### src/rtl/popcount_pkg.sv
// Shared helpers for the popcount stream: width derivation and beat mode encoding.
package popcount_pkg;

  localparam logic MODE_WORD  = 1'b0;
  localparam logic MODE_FRAME = 1'b1;

  // Ceiling log2; clog2(1) is 0.
  function automatic int clog2(input int value);
    int r;
    int v;
    r = 0;
    v = value - 1;
    while (v > 0) begin
      r = r + 1;
      v = v >> 1;
    end
    return r;
  endfunction

  function automatic int cnt_width(input int width, input int max_beats);
    return clog2(width * max_beats + 1);
  endfunction

  function automatic int beat_width(input int max_beats);
    return clog2(max_beats + 1);
  endfunction

endpackage

### src/rtl/popcount_chunk.sv
// Combinational popcount of N bits: full-adder leaves of up to three bits,
// with halves merged by ripple chains of full-adder cells.
module popcount_chunk
  import popcount_pkg::*;
#(
  parameter int N = 8
) (
  input  logic [N-1:0]             i_bits,
  output logic [clog2(N+1)-1:0]    o_count
);

  localparam int W = clog2(N + 1);

  genvar gi;
  generate
    if (N == 1) begin : g_single
      assign o_count = i_bits;
    end else if (N <= 3) begin : g_leaf
      logic [2:0] w_b;
      assign w_b = 3'(i_bits);
      assign o_count = {(w_b[0] & w_b[1]) | (w_b[0] & w_b[2]) | (w_b[1] & w_b[2]),
                        w_b[0] ^ w_b[1] ^ w_b[2]};
    end else begin : g_node
      localparam int NA = N / 2;
      localparam int NB = N - NA;
      localparam int WA = clog2(NA + 1);
      localparam int WB = clog2(NB + 1);

      logic [WA-1:0] w_cnt_lo;
      logic [WB-1:0] w_cnt_hi;
      logic [W-1:0]  w_a;
      logic [W-1:0]  w_b;
      logic [W-1:0]  w_c;

      popcount_chunk #(.N(NA)) u_lo (.i_bits(i_bits[NA-1:0]), .o_count(w_cnt_lo));
      popcount_chunk #(.N(NB)) u_hi (.i_bits(i_bits[N-1:NA]), .o_count(w_cnt_hi));

      assign w_a    = W'(w_cnt_lo);
      assign w_b    = W'(w_cnt_hi);
      assign w_c[0] = 1'b0;

      // The sum never exceeds N, so the carry out of the top cell is always zero.
      for (gi = 0; gi < W; gi++) begin : g_fa
        assign o_count[gi] = w_a[gi] ^ w_b[gi] ^ w_c[gi];
        if (gi < W - 1) begin : g_carry
          assign w_c[gi+1] = (w_a[gi] & w_b[gi]) | (w_a[gi] & w_c[gi]) | (w_b[gi] & w_c[gi]);
        end
      end
    end
  endgenerate

endmodule

### src/rtl/popcount_stream.sv
// Two-stage streaming popcount: chunk counts in S1, word sum / frame accumulation in S2,
// valid/ready on both sides with a single global stall.
module popcount_stream
  import popcount_pkg::*;
#(
  parameter int WIDTH     = 32,
  parameter int CHUNK     = 8,
  parameter int MAX_BEATS = 256
) (
  input  logic                                  CLK,
  input  logic                                  ASYNCRESETN,
  input  logic                                  clr,
  input  logic [WIDTH-1:0]                      I_data,
  input  logic                                  I_mode,
  input  logic                                  I_last,
  input  logic                                  I_valid,
  output logic                                  I_ready,
  output logic [cnt_width(WIDTH,MAX_BEATS)-1:0] O_count,
  output logic [beat_width(MAX_BEATS)-1:0]      O_beats,
  output logic                                  O_trunc,
  output logic                                  O_valid,
  input  logic                                  O_ready
);

  localparam int CNT_W  = cnt_width(WIDTH, MAX_BEATS);
  localparam int BEAT_W = beat_width(MAX_BEATS);
  localparam int NCH    = WIDTH / CHUNK;
  localparam int CW     = clog2(CHUNK + 1);

  logic                     w_stall;
  logic                     w_accept;
  logic [NCH-1:0][CW-1:0]   w_chunk_cnt;

  logic                     r_s1_valid;
  logic [NCH-1:0][CW-1:0]   r_s1_cnt;
  logic                     r_s1_mode;
  logic                     r_s1_last;

  logic [CNT_W-1:0]         r_acc;
  logic [BEAT_W-1:0]        r_beats;
  logic [CNT_W-1:0]         r_o_count;
  logic [BEAT_W-1:0]        r_o_beats;
  logic                     r_o_trunc;
  logic                     r_o_valid;

  logic [CNT_W-1:0]         w_word_sum;
  logic [CNT_W-1:0]         w_frame_sum;
  logic [BEAT_W-1:0]        w_frame_beats;
  logic                     w_emit;
  logic [CNT_W-1:0]         w_acc_next;
  logic [BEAT_W-1:0]        w_beats_next;
  logic [CNT_W-1:0]         w_out_count;
  logic [BEAT_W-1:0]        w_out_beats;
  logic                     w_out_trunc;

  assign w_stall  = r_o_valid & ~O_ready;
  assign I_ready  = ~w_stall;
  assign w_accept = I_valid & I_ready;

  genvar gi;
  generate
    for (gi = 0; gi < NCH; gi++) begin : g_chunk
      popcount_chunk #(.N(CHUNK)) u_chunk (
        .i_bits  (I_data[gi*CHUNK +: CHUNK]),
        .o_count (w_chunk_cnt[gi])
      );
    end
  endgenerate

  always_comb begin
    w_word_sum = '0;
    for (int k = 0; k < NCH; k++) begin
      w_word_sum = w_word_sum + CNT_W'(r_s1_cnt[k]);
    end
  end

  assign w_frame_sum   = r_acc + w_word_sum;
  assign w_frame_beats = r_beats + BEAT_W'(1);

  // Word beats bypass the open frame entirely, so frames may interleave with words.
  always_comb begin
    w_emit       = 1'b0;
    w_acc_next   = r_acc;
    w_beats_next = r_beats;
    w_out_count  = r_o_count;
    w_out_beats  = r_o_beats;
    w_out_trunc  = r_o_trunc;
    if (r_s1_valid) begin
      unique case (r_s1_mode)
        MODE_WORD: begin
          w_emit      = 1'b1;
          w_out_count = w_word_sum;
          w_out_beats = BEAT_W'(1);
          w_out_trunc = 1'b0;
        end
        MODE_FRAME: begin
          if (r_s1_last || (w_frame_beats == BEAT_W'(MAX_BEATS))) begin
            w_emit       = 1'b1;
            w_out_count  = w_frame_sum;
            w_out_beats  = w_frame_beats;
            w_out_trunc  = ~r_s1_last;
            w_acc_next   = '0;
            w_beats_next = '0;
          end else begin
            w_acc_next   = w_frame_sum;
            w_beats_next = w_frame_beats;
          end
        end
      endcase
    end
  end

  always_ff @(posedge CLK or negedge ASYNCRESETN) begin
    if (!ASYNCRESETN) begin
      r_s1_valid <= 1'b0;
      r_s1_cnt   <= '0;
      r_s1_mode  <= 1'b0;
      r_s1_last  <= 1'b0;
      r_acc      <= '0;
      r_beats    <= '0;
      r_o_count  <= '0;
      r_o_beats  <= '0;
      r_o_trunc  <= 1'b0;
      r_o_valid  <= 1'b0;
    end else if (clr) begin
      r_s1_valid <= 1'b0;
      r_s1_cnt   <= '0;
      r_s1_mode  <= 1'b0;
      r_s1_last  <= 1'b0;
      r_acc      <= '0;
      r_beats    <= '0;
      r_o_count  <= '0;
      r_o_beats  <= '0;
      r_o_trunc  <= 1'b0;
      r_o_valid  <= 1'b0;
    end else if (!w_stall) begin
      r_s1_valid <= w_accept;
      if (w_accept) begin
        r_s1_cnt  <= w_chunk_cnt;
        r_s1_mode <= I_mode;
        r_s1_last <= I_last;
      end
      r_acc     <= w_acc_next;
      r_beats   <= w_beats_next;
      r_o_valid <= w_emit;
      r_o_count <= w_out_count;
      r_o_beats <= w_out_beats;
      r_o_trunc <= w_out_trunc;
    end
  end

  assign O_count = r_o_count;
  assign O_beats = r_o_beats;
  assign O_trunc = r_o_trunc;
  assign O_valid = r_o_valid;

endmodule

### config.mk
export PLATFORM = sky130hd
export DESIGN_NAME = popcount_stream
export DESIGN_NICKNAME = d
export VERILOG_FILES = /design/src/rtl/popcount_pkg.sv /design/src/rtl/popcount_chunk.sv /design/src/rtl/popcount_stream.sv
export SDC_FILE = /design/constraint.sdc
export NUM_CORES = 1
export LEC_CHECK = 0
export CORE_MARGIN = 1.5
export CORE_UTILIZATION = 59
export DETAILED_ROUTE_END_ITERATION = 8
export PLACE_DENSITY = 0.94
export SYNTH_ARGS = -nofsm -noshare
export SYNTH_HDL_FRONTEND = slang
export SYNTH_SLANG_ARGS = --single-unit
### constraint.sdc
create_clock -name CLK -period 9.65 [get_ports CLK]
set_input_delay 0.965 -clock CLK [delete_from_list [all_inputs] [get_ports CLK]]
set_output_delay 0.965 -clock CLK [all_outputs]
set_load 0.01 [all_outputs]
==> out/qor.tcl, run 1 <==
set qor(crit_required_ps) 9900
set qor(ant_nets) 0
set qor(syn2layout_area_growth_pct) 23.7
set qor(synth_area_per_cell_um2) 10.3
set qor(synthesis.yosys.warnings) 0
set qor(min_path_type) {reg2reg}
set qor(drive_above_1_share_pct) 6.33
set qor(cts_buffer_depth) 2
set qor(ir_worst_vdd_mv) 0.0882
set qor(grt_pass1_wl_um) 15500
set qor(rsz_0062_raised_after_global_routing) {false}
set qor(grt_antenna_before_repair) 0
set qor(area.sequential_um2) 1680
set qor(synth_cell_type_count) 45
set qor(site_rows) 31
set qor(worst_hold_path.num_cells) 2
set qor(async_flop_share_pct) 100
set qor(detail_route.iter0.violations) 255
set qor(crit_path_frequent_cell) {sky130_fd_sc_hd__fa_1}
set qor(synth_top_cell_area_share_pct) 38.7
set qor(setup_viol) 0
set qor(aggregate_negative_setup_slack_ps) 0
set qor(multi_input_comb_area_um2) 2430
set qor(remaining_design_rule_violation_count) 0
set qor(max_clock_freq_mhz) 244
set qor(post_synth_edffs) 0
set qor(synthesis.nets) 527
set qor(reg2reg_from) {r_s1_cnt[1]}
set qor(clock_skews_ps) 6.48
set qor(yosysMostFrequentCell) {sky130_fd_sc_hd__dfrtp_1}
set qor(cpMaxStageDelayCell) {sky130_fd_sc_hd__fa_1}
set qor(layout_worst_path_cycle_share_pct) 42.5
set qor(postCtsSetupBuffers) 0
set qor(vertical_die_dimension_um) 88.7
set qor(synth.cell_area_um2) 4330
set qor(final_net_count) 590
set qor(io-pin-count) 65
set qor(max-cap-violations) 0
set qor(timing.hold.ws_ps) 482
set qor(min_to) {O_beats[2]}
set qor(cts_resized) 0
set qor(r2r_slack_ps) 5550
set qor(timing.final.crit_period_ps) 4100
set qor(gr-usage-all-layers_pct) 25.9
set qor(via_count_of_the_first_global_routing_pass) 3450
set qor(yosys-top-cells-area) {sky130_fd_sc_hd__dfrtp_1 (39%), sky130_fd_sc_hd__ha_1 (12%), sky130_fd_sc_hd__fa_1 (12%), sky130_fd_sc_hd__nand2_1 (4.3%), sky130_fd_sc_hd__inv_1 (3.9%)}
set qor(timing_hold_violations_final) 0
set qor(drt-pass1-iter-count) 7
set qor(worst_pin_slew_ps) 803
set qor(antennaDiodeCount) 0
set qor(timing.critical_path.from_type) {flop}
set qor(vias_per_cell) 5.70
set qor(synth_seq_cells) 67
set qor(relSlewSlack_pct) 46.5
set qor(clkSinkCount) 67
set qor(core_area_um2) 7180
set qor(largest_net_degree_at_the_start_of_global_routing) 68
set qor(crit_path_dat_ps) 4350
set qor(r2r-end) {r_acc[12]}
set qor(timing.critical_path.to_type) {flop}
set qor(clkLatencyLatePin_ps) 350
set qor(rr_worst_depth) 14
set qor(effective_utilization_at_floorplan_pct) 60.3
set qor(result_of_the_run) {finished, final reports clean}
set qor(yosys-top-cells-count) {sky130_fd_sc_hd__dfrtp_1 (67), sky130_fd_sc_hd__nand2_1 (50), sky130_fd_sc_hd__inv_1 (45)}
set qor(holdBufCountCts) 0
set qor(clk_pin_slew_ps) 70
set qor(clock-root-buffer) {sky130_fd_sc_hd__clkbuf_8}
set qor(synthDominantAreaCellType) {sky130_fd_sc_hd__dfrtp_1}
set qor(clock_buffers_created_by_tritoncts) 9
set qor(critical_path.max_fanout) 6
set qor(sequential_element_share_of_the_synthesized_area_pct) 38.7
set qor(timing.hold.worst.start) {O_beats[2]}
set qor(cts_htree_levels) 3
set qor(numPortBuffers) 64
set qor(timing.critical_path.buf_inv) 2
set qor(synthFlopType) {sky130_fd_sc_hd__dfrtp_1}
set qor(routed-via-count) 3355
set qor(setup.worst_path.class) {reg2reg}
set qor(drt_wl_total_um) 9110
set qor(cp_slowest_stage_delay_ps) 520
set qor(gr-total-overflow) 0
set qor(syn-instance-count) 422
set qor(timing.final.max_slew_violations) 0
set qor(total_leakage_power_nw) 2.38
set qor(routedWlPerCell_um) 15.5
set qor(cpLargestDelayFamily) {adder cells}
set qor(die_area_um2) 7860
set qor(place_hpwl_um) 6670
set qor(power.density_cell_area_nw_per_um2) 166
set qor(die_width_um) 88.7
set qor(layout.filler_cells) 467
set qor(timing.critical_path.cells) {inv_1 -> fa_1 -> fa_1 -> inv_1 -> ha_1 -> fa_1 -> a21o_1 -> a21o_1 -> ha_1 -> nand2_1 -> o21ai_1 -> nand3_1 -> or3_1 -> o21ai_0}
set qor(gp_congestion) 0.882
set qor(cts_tree) {done}
==> per-stage QoR <==
stage | total power [mW] | std cells | setup WS [ps] | util [%] | instance area (um^2)
floorplan | 0.472 | 422 | 5940 | - | 4330
global placement | 0.537 | 573 | 5800 | 70.6 | 5070
detailed placement | 0.560 | 573 | 5530 | 70.6 | 5070
CTS | 0.895 | 589 | 5530 | 74.6 | 5360
global route | 0.939 | 589 | 5350 | 74.6 | 5360
finish | 0.889 | 589 | 5550 | 74.6 | 5360
==> final cells by class <==
| class | count | share of cell area (%) |
|---|---|---|
| well taps | 99 | 2.31 |
| flip-flops and latches | 67 | 31.3 |
| clock inverters | 7 | 3.06 |
| inverters | 45 | 3.15 |
| multi-input cells | 293 | 45.3 |
| clock buffers | 9 | 2.31 |
| repair buffers | 69 | 12.6 |
==> power breakdown <==
| part | switching [mW] | internal [mW] | total, mW |
|---|---|---|---|
| Clock | 0.111 | 0.224 | 0.335 |
| Sequential | 0.0129 | 0.297 | 0.310 |
| Combinational | 0.132 | 0.112 | 0.244 |
| Total | 0.256 | 0.633 | 0.889 |
==> cell families (layout without fill, tap and decap cells) <==
kind of cell	Yosys count	count (layout)	share of synthesized area, %
AO/OA/AOI/OAI	101	101	15.3
flip-flops	67	67	38.7
AND/OR/NAND/NOR	96	96	10.6
XOR/XNOR	21	21	4.25
adder cells (fa/ha/maj)	66	66	23.4
buffers and inverters	62	130	5.61
multiplexers	9	9	2.11
==> registers in the layout (all words and copies together), names as in the netlist <==
signal      cells
O_beats         9
O_count        14
O_trunc         1
O_valid         1
r_acc          14
r_beats         9
r_s1_cnt       16
r_s1_last       1
r_s1_mode       1
r_s1_valid      1
==> metal layers <==
metal	share of wire [%]	track usage (%)
met5	0	0
met4	2.6	10.2
met3	4.8	6.06
met2	52	45.6
met1	40	30.6
==> worst reg2reg max path, delay by kind of cell (launching register included) <==
kind | cells | cell delay, ps
AO/OA/AOI/OAI | 4 | 860
AND/OR/NAND/NOR | 3 | 680
flip-flops | 1 | 360
adder cells (fa/ha/maj) | 5 | 2000
buffers and inverters | 2 | 110
==> cell usage in the layout, fill, tap and decap left out, types with 2 or more instances in the layout <==
master | synthesis | routed
sky130_fd_sc_hd__o21ai_0 | 24 | 24
sky130_fd_sc_hd__nand2b_1 | 4 | 4
sky130_fd_sc_hd__a211o_1 | 2 | 2
sky130_fd_sc_hd__dfrtp_1 | 67 | 67
sky130_fd_sc_hd__xor2_1 | 12 | 12
sky130_fd_sc_hd__buf_4 | 1 | 5
sky130_fd_sc_hd__clkdlybuf4s50_1 | 0 | 63
sky130_fd_sc_hd__a22o_1 | 16 | 16
sky130_fd_sc_hd__ha_1 | 41 | 41
sky130_fd_sc_hd__nand3_1 | 13 | 13
sky130_fd_sc_hd__nor2b_1 | 2 | 2
sky130_fd_sc_hd__or3_1 | 10 | 10
sky130_fd_sc_hd__nor3_1 | 2 | 2
sky130_fd_sc_hd__inv_1 | 45 | 45
sky130_fd_sc_hd__xnor2_1 | 9 | 9
sky130_fd_sc_hd__a21oi_1 | 20 | 20
sky130_fd_sc_hd__o21ai_1 | 19 | 19
sky130_fd_sc_hd__bufinv_16 | 0 | 5
sky130_fd_sc_hd__nor2_1 | 5 | 5
sky130_fd_sc_hd__fa_1 | 25 | 25
sky130_fd_sc_hd__and3_1 | 4 | 4
sky130_fd_sc_hd__o311ai_1 | 3 | 3
sky130_fd_sc_hd__clkbuf_8 | 0 | 9
sky130_fd_sc_hd__nand2_1 | 50 | 50
sky130_fd_sc_hd__mux2i_1 | 8 | 8
sky130_fd_sc_hd__a31oi_1 | 2 | 2
sky130_fd_sc_hd__a21o_1 | 3 | 3
==> worst max path at each step <==
stage	endpoint	slack, ps	from	cells past startpoint
2_1_floorplan	r_acc[12]	5940	r_s1_cnt[1]	14
3_3_place_gp	r_acc[12]	5800	r_s1_cnt[1]	14
3_5_place_dp	r_acc[12]	5530	r_s1_cnt[1]	14
4_1_cts	r_acc[12]	5530	r_s1_cnt[1]	14
5_1_grt	r_acc[12]	5350	r_s1_cnt[5]	14
6_report	r_acc[12]	5550	r_s1_cnt[1]	14
Note: power is estimated with default switching activity, not from simulation.
==> run 2, diff against run 1 <==
--- a/config.mk
+++ b/config.mk
@@ -6,9 +6,9 @@
 export NUM_CORES = 1
 export LEC_CHECK = 0
 export CORE_MARGIN = 1.5
-export CORE_UTILIZATION = 59
+export CORE_UTILIZATION = 50
 export DETAILED_ROUTE_END_ITERATION = 8
-export PLACE_DENSITY = 0.94
+export PLACE_DENSITY = 0.86
 export SYNTH_ARGS = -nofsm -noshare
 export SYNTH_HDL_FRONTEND = slang
 export SYNTH_SLANG_ARGS = --single-unit
==> constraint.sdc (replaced) <==
create_clock -name CLK -period 3.5 [get_ports CLK]
set_input_delay 0.35 -clock CLK [delete_from_list [all_inputs] [get_ports CLK]]
set_output_delay 0.35 -clock CLK [all_outputs]
set_load 0.01 [all_outputs]
==> out/qor.tcl, run 2 (same netlist as run 1, synthesis figures left out) <==
set qor(rsz_0062_raised_after_global_routing) {true}
set qor(cts_buffer_depth) 2
set qor(timing.critical_path.to_type) {flop}
set qor(die_width_um) 96.1
set qor(vias_per_cell) 5.58
set qor(clkLatencyLatePin_ps) 360
set qor(critical_path.max_fanout) 4
set qor(power.density_cell_area_nw_per_um2) 435
set qor(place_hpwl_um) 6860
set qor(r2r_slack_ps) -250
set qor(leading_cell_types_in_the_layout_fill_and_taps_excluded) {sky130_fd_sc_hd__dfrtp_1 (67), sky130_fd_sc_hd__clkdlybuf4s50_1 (63), sky130_fd_sc_hd__nand2_1 (49)}
set qor(timing.final.crit_period_ps) 3750
set qor(crit_path_dat_ps) 4040
set qor(detail_route.iter0.violations) 107
set qor(crit_required_ps) 3790
set qor(layout.filler_cells) 592
set qor(routed-via-count) 3437
set qor(syn2layout_area_growth_pct) 30.5
set qor(power_report.internal_total_mw) 1.66
set qor(final_cell_area_um2) 5650
set qor(vertical_die_dimension_um) 96.1
set qor(timing.final.max_slew_violations) 0
set qor(largest_net_degree_at_the_start_of_global_routing) 45
set qor(result_of_the_run) {complete, but fails checks}
set qor(relSlewSlack_pct) 35.8
set qor(clk_pin_slew_ps) 70
set qor(layout.cells.non_filler) 616
set qor(gp_congestion) 0.893
set qor(final_net_count) 611
set qor(power.share.sequential_pct) 34.9
set qor(part_of_the_total_power_dissipated_in_combinational_logic_pct) 36.1
set qor(grt_pass1_wl_um) 16000
set qor(ant_nets) 0
set qor(max-cap-violations) 0
set qor(aggregate_negative_setup_slack_ps) -2950
set qor(site_rows) 33
set qor(gr-total-overflow) 0
set qor(postLayoutSetupSlackWorst_ps) -252
set qor(timing_hold_violations_final) 0
set qor(grt_antenna_before_repair) 0
set qor(remaining_design_rule_violation_count) 0
set qor(highest_layer) {met4}
set qor(antennaDiodeCount) 0
set qor(io-pin-count) 65
set qor(metal_1_wl_um) 3860
set qor(total_leakage_power_nw) 2.51
set qor(clock_buffers_created_by_tritoncts) 9
set qor(ir_worst_vdd_mv) 0.216
set qor(clock-root-buffer) {sky130_fd_sc_hd__clkbuf_8}
set qor(met2WireLength_um) 5280
set qor(core_area_um2) 8300
set qor(switch_share_pct) 32.4
set qor(max_clock_freq_mhz) 267
set qor(drt-pass1-iter-count) 4
set qor(setup_viol) 20
set qor(drive_above_1_share_pct) 15.9
set qor(worst_pin_slew_ps) 963
set qor(routedWlPerCell_um) 16.2
set qor(via_count_of_the_first_global_routing_pass) 3568
set qor(gr-usage-all-layers_pct) 23.0
set qor(power_mw) 2.46
set qor(number_of_flip_flops_in_the_largest_register) 16
set qor(timing.critical_path.from_type) {flop}
set qor(registers.top_by_ff_count) {r_s1_cnt}
set qor(dr_wl_met3_um) 459
set qor(power.switching_uw) 795
set qor(failed_checks) {setup timing}
set qor(drt_wl_total_um) 9970
set qor(clkSinkCount) 67
set qor(placedCellCount) 589
set qor(layout_worst_path_cycle_share_pct) 107
set qor(final_common_cell) {sky130_fd_sc_hd__dfrtp_1}
set qor(min_path_type) {in2async}
set qor(numPortBuffers) 64
set qor(setup.worst_path.class) {reg2reg}
set qor(clock_skews_ps) 8.79
set qor(cts_tree) {done}
set qor(die_area_um2) 9230
set qor(effective_utilization_at_floorplan_pct) 52.2
set qor(p_clk_share_pct) 29.0
set qor(cts_htree_levels) 3
set qor(place_area_um2) 5190
==> run 2: cell type report <==
cell class	instances	area (um^2)	share of cell area, %
clock buffer	9	124	2.19
multi-input combinational	293	2620	46.5
tap	105	131	2.33
clock inverter	7	92.6	1.64
timing repair buffer	90	831	14.7
sequential	67	1680	29.7
inverter	45	169	2.99
==> run 2: per-layer routing <==
metal | global-route usage, % | vias to the layer above
li1 | - | 1609
met1 | 26.0 | 1679
met2 | 41.4 | 115
met3 | 5.61 | 34
met4 | 9.19 | 0
met5 | 0 | -
==> run 2: critical path: stages, from the launching register on <==
cell and delay, ps:
sky130_fd_sc_hd__dfrtp_1 360, sky130_fd_sc_hd__inv_2 50, sky130_fd_sc_hd__fa_1 500, sky130_fd_sc_hd__fa_1 490
sky130_fd_sc_hd__inv_1 50, sky130_fd_sc_hd__ha_2 190, sky130_fd_sc_hd__fa_2 390, sky130_fd_sc_hd__xor2_2 180
sky130_fd_sc_hd__ha_4 310, sky130_fd_sc_hd__nand3_1 90, sky130_fd_sc_hd__o211ai_1 310, sky130_fd_sc_hd__a21oi_2 150
sky130_fd_sc_hd__nand2b_4 170, sky130_fd_sc_hd__or3_1 370, sky130_fd_sc_hd__o21ai_1 70
==> run 2: metrics by stage <==
| stage | hold slack (ps) | util (%) | setup WS (ps) |
|---|---|---|---|
| detailed placement | 471 | 62.5 | -282 |
| CTS | 172 | 65.9 | -200 |
| global placement | 465 | 62.5 | -67.6 |
| finish | 147 | 68.1 | -252 |
| floorplan | 54.4 | - | 10.2 |
| global route | 225 | 68.1 | -385 |
==> run 2: power groups by stage <==
stage	Sequential (mW)	Clock, mW	Combinational [mW]
6_report	0.857	0.712	0.885
5_1_grt	0.863	0.762	0.993
4_1_cts	0.856	0.722	0.775
3_5_place_dp	0.870	0	0.737
3_3_place_gp	0.866	0	0.686
2_1_floorplan	0.862	0	0.448
==> run 2: path summary, 6_finish.rpt <==
path | start | endpoint | depth (start not counted)
min in group CLK | r_s1_cnt[2] | r_s1_cnt[2] | 2
worst max-delay path | r_s1_cnt[9] | r_acc[7] | 14
worst min-delay path | ASYNCRESETN | O_beats[4] | 1
worst max register to register | r_s1_cnt[9] | r_acc[7] | 14
max in group asynchronous | ASYNCRESETN | r_s1_cnt[4] | 2
worst min register to register | r_s1_cnt[2] | r_s1_cnt[2] | 2
==> run 2: timing repair <==
item	in CTS	in global routing
pin swaps	14	18
setup endpoints to repair	19	21
resized for setup	8	24
hold buffers	0	0
setup buffers	5	6
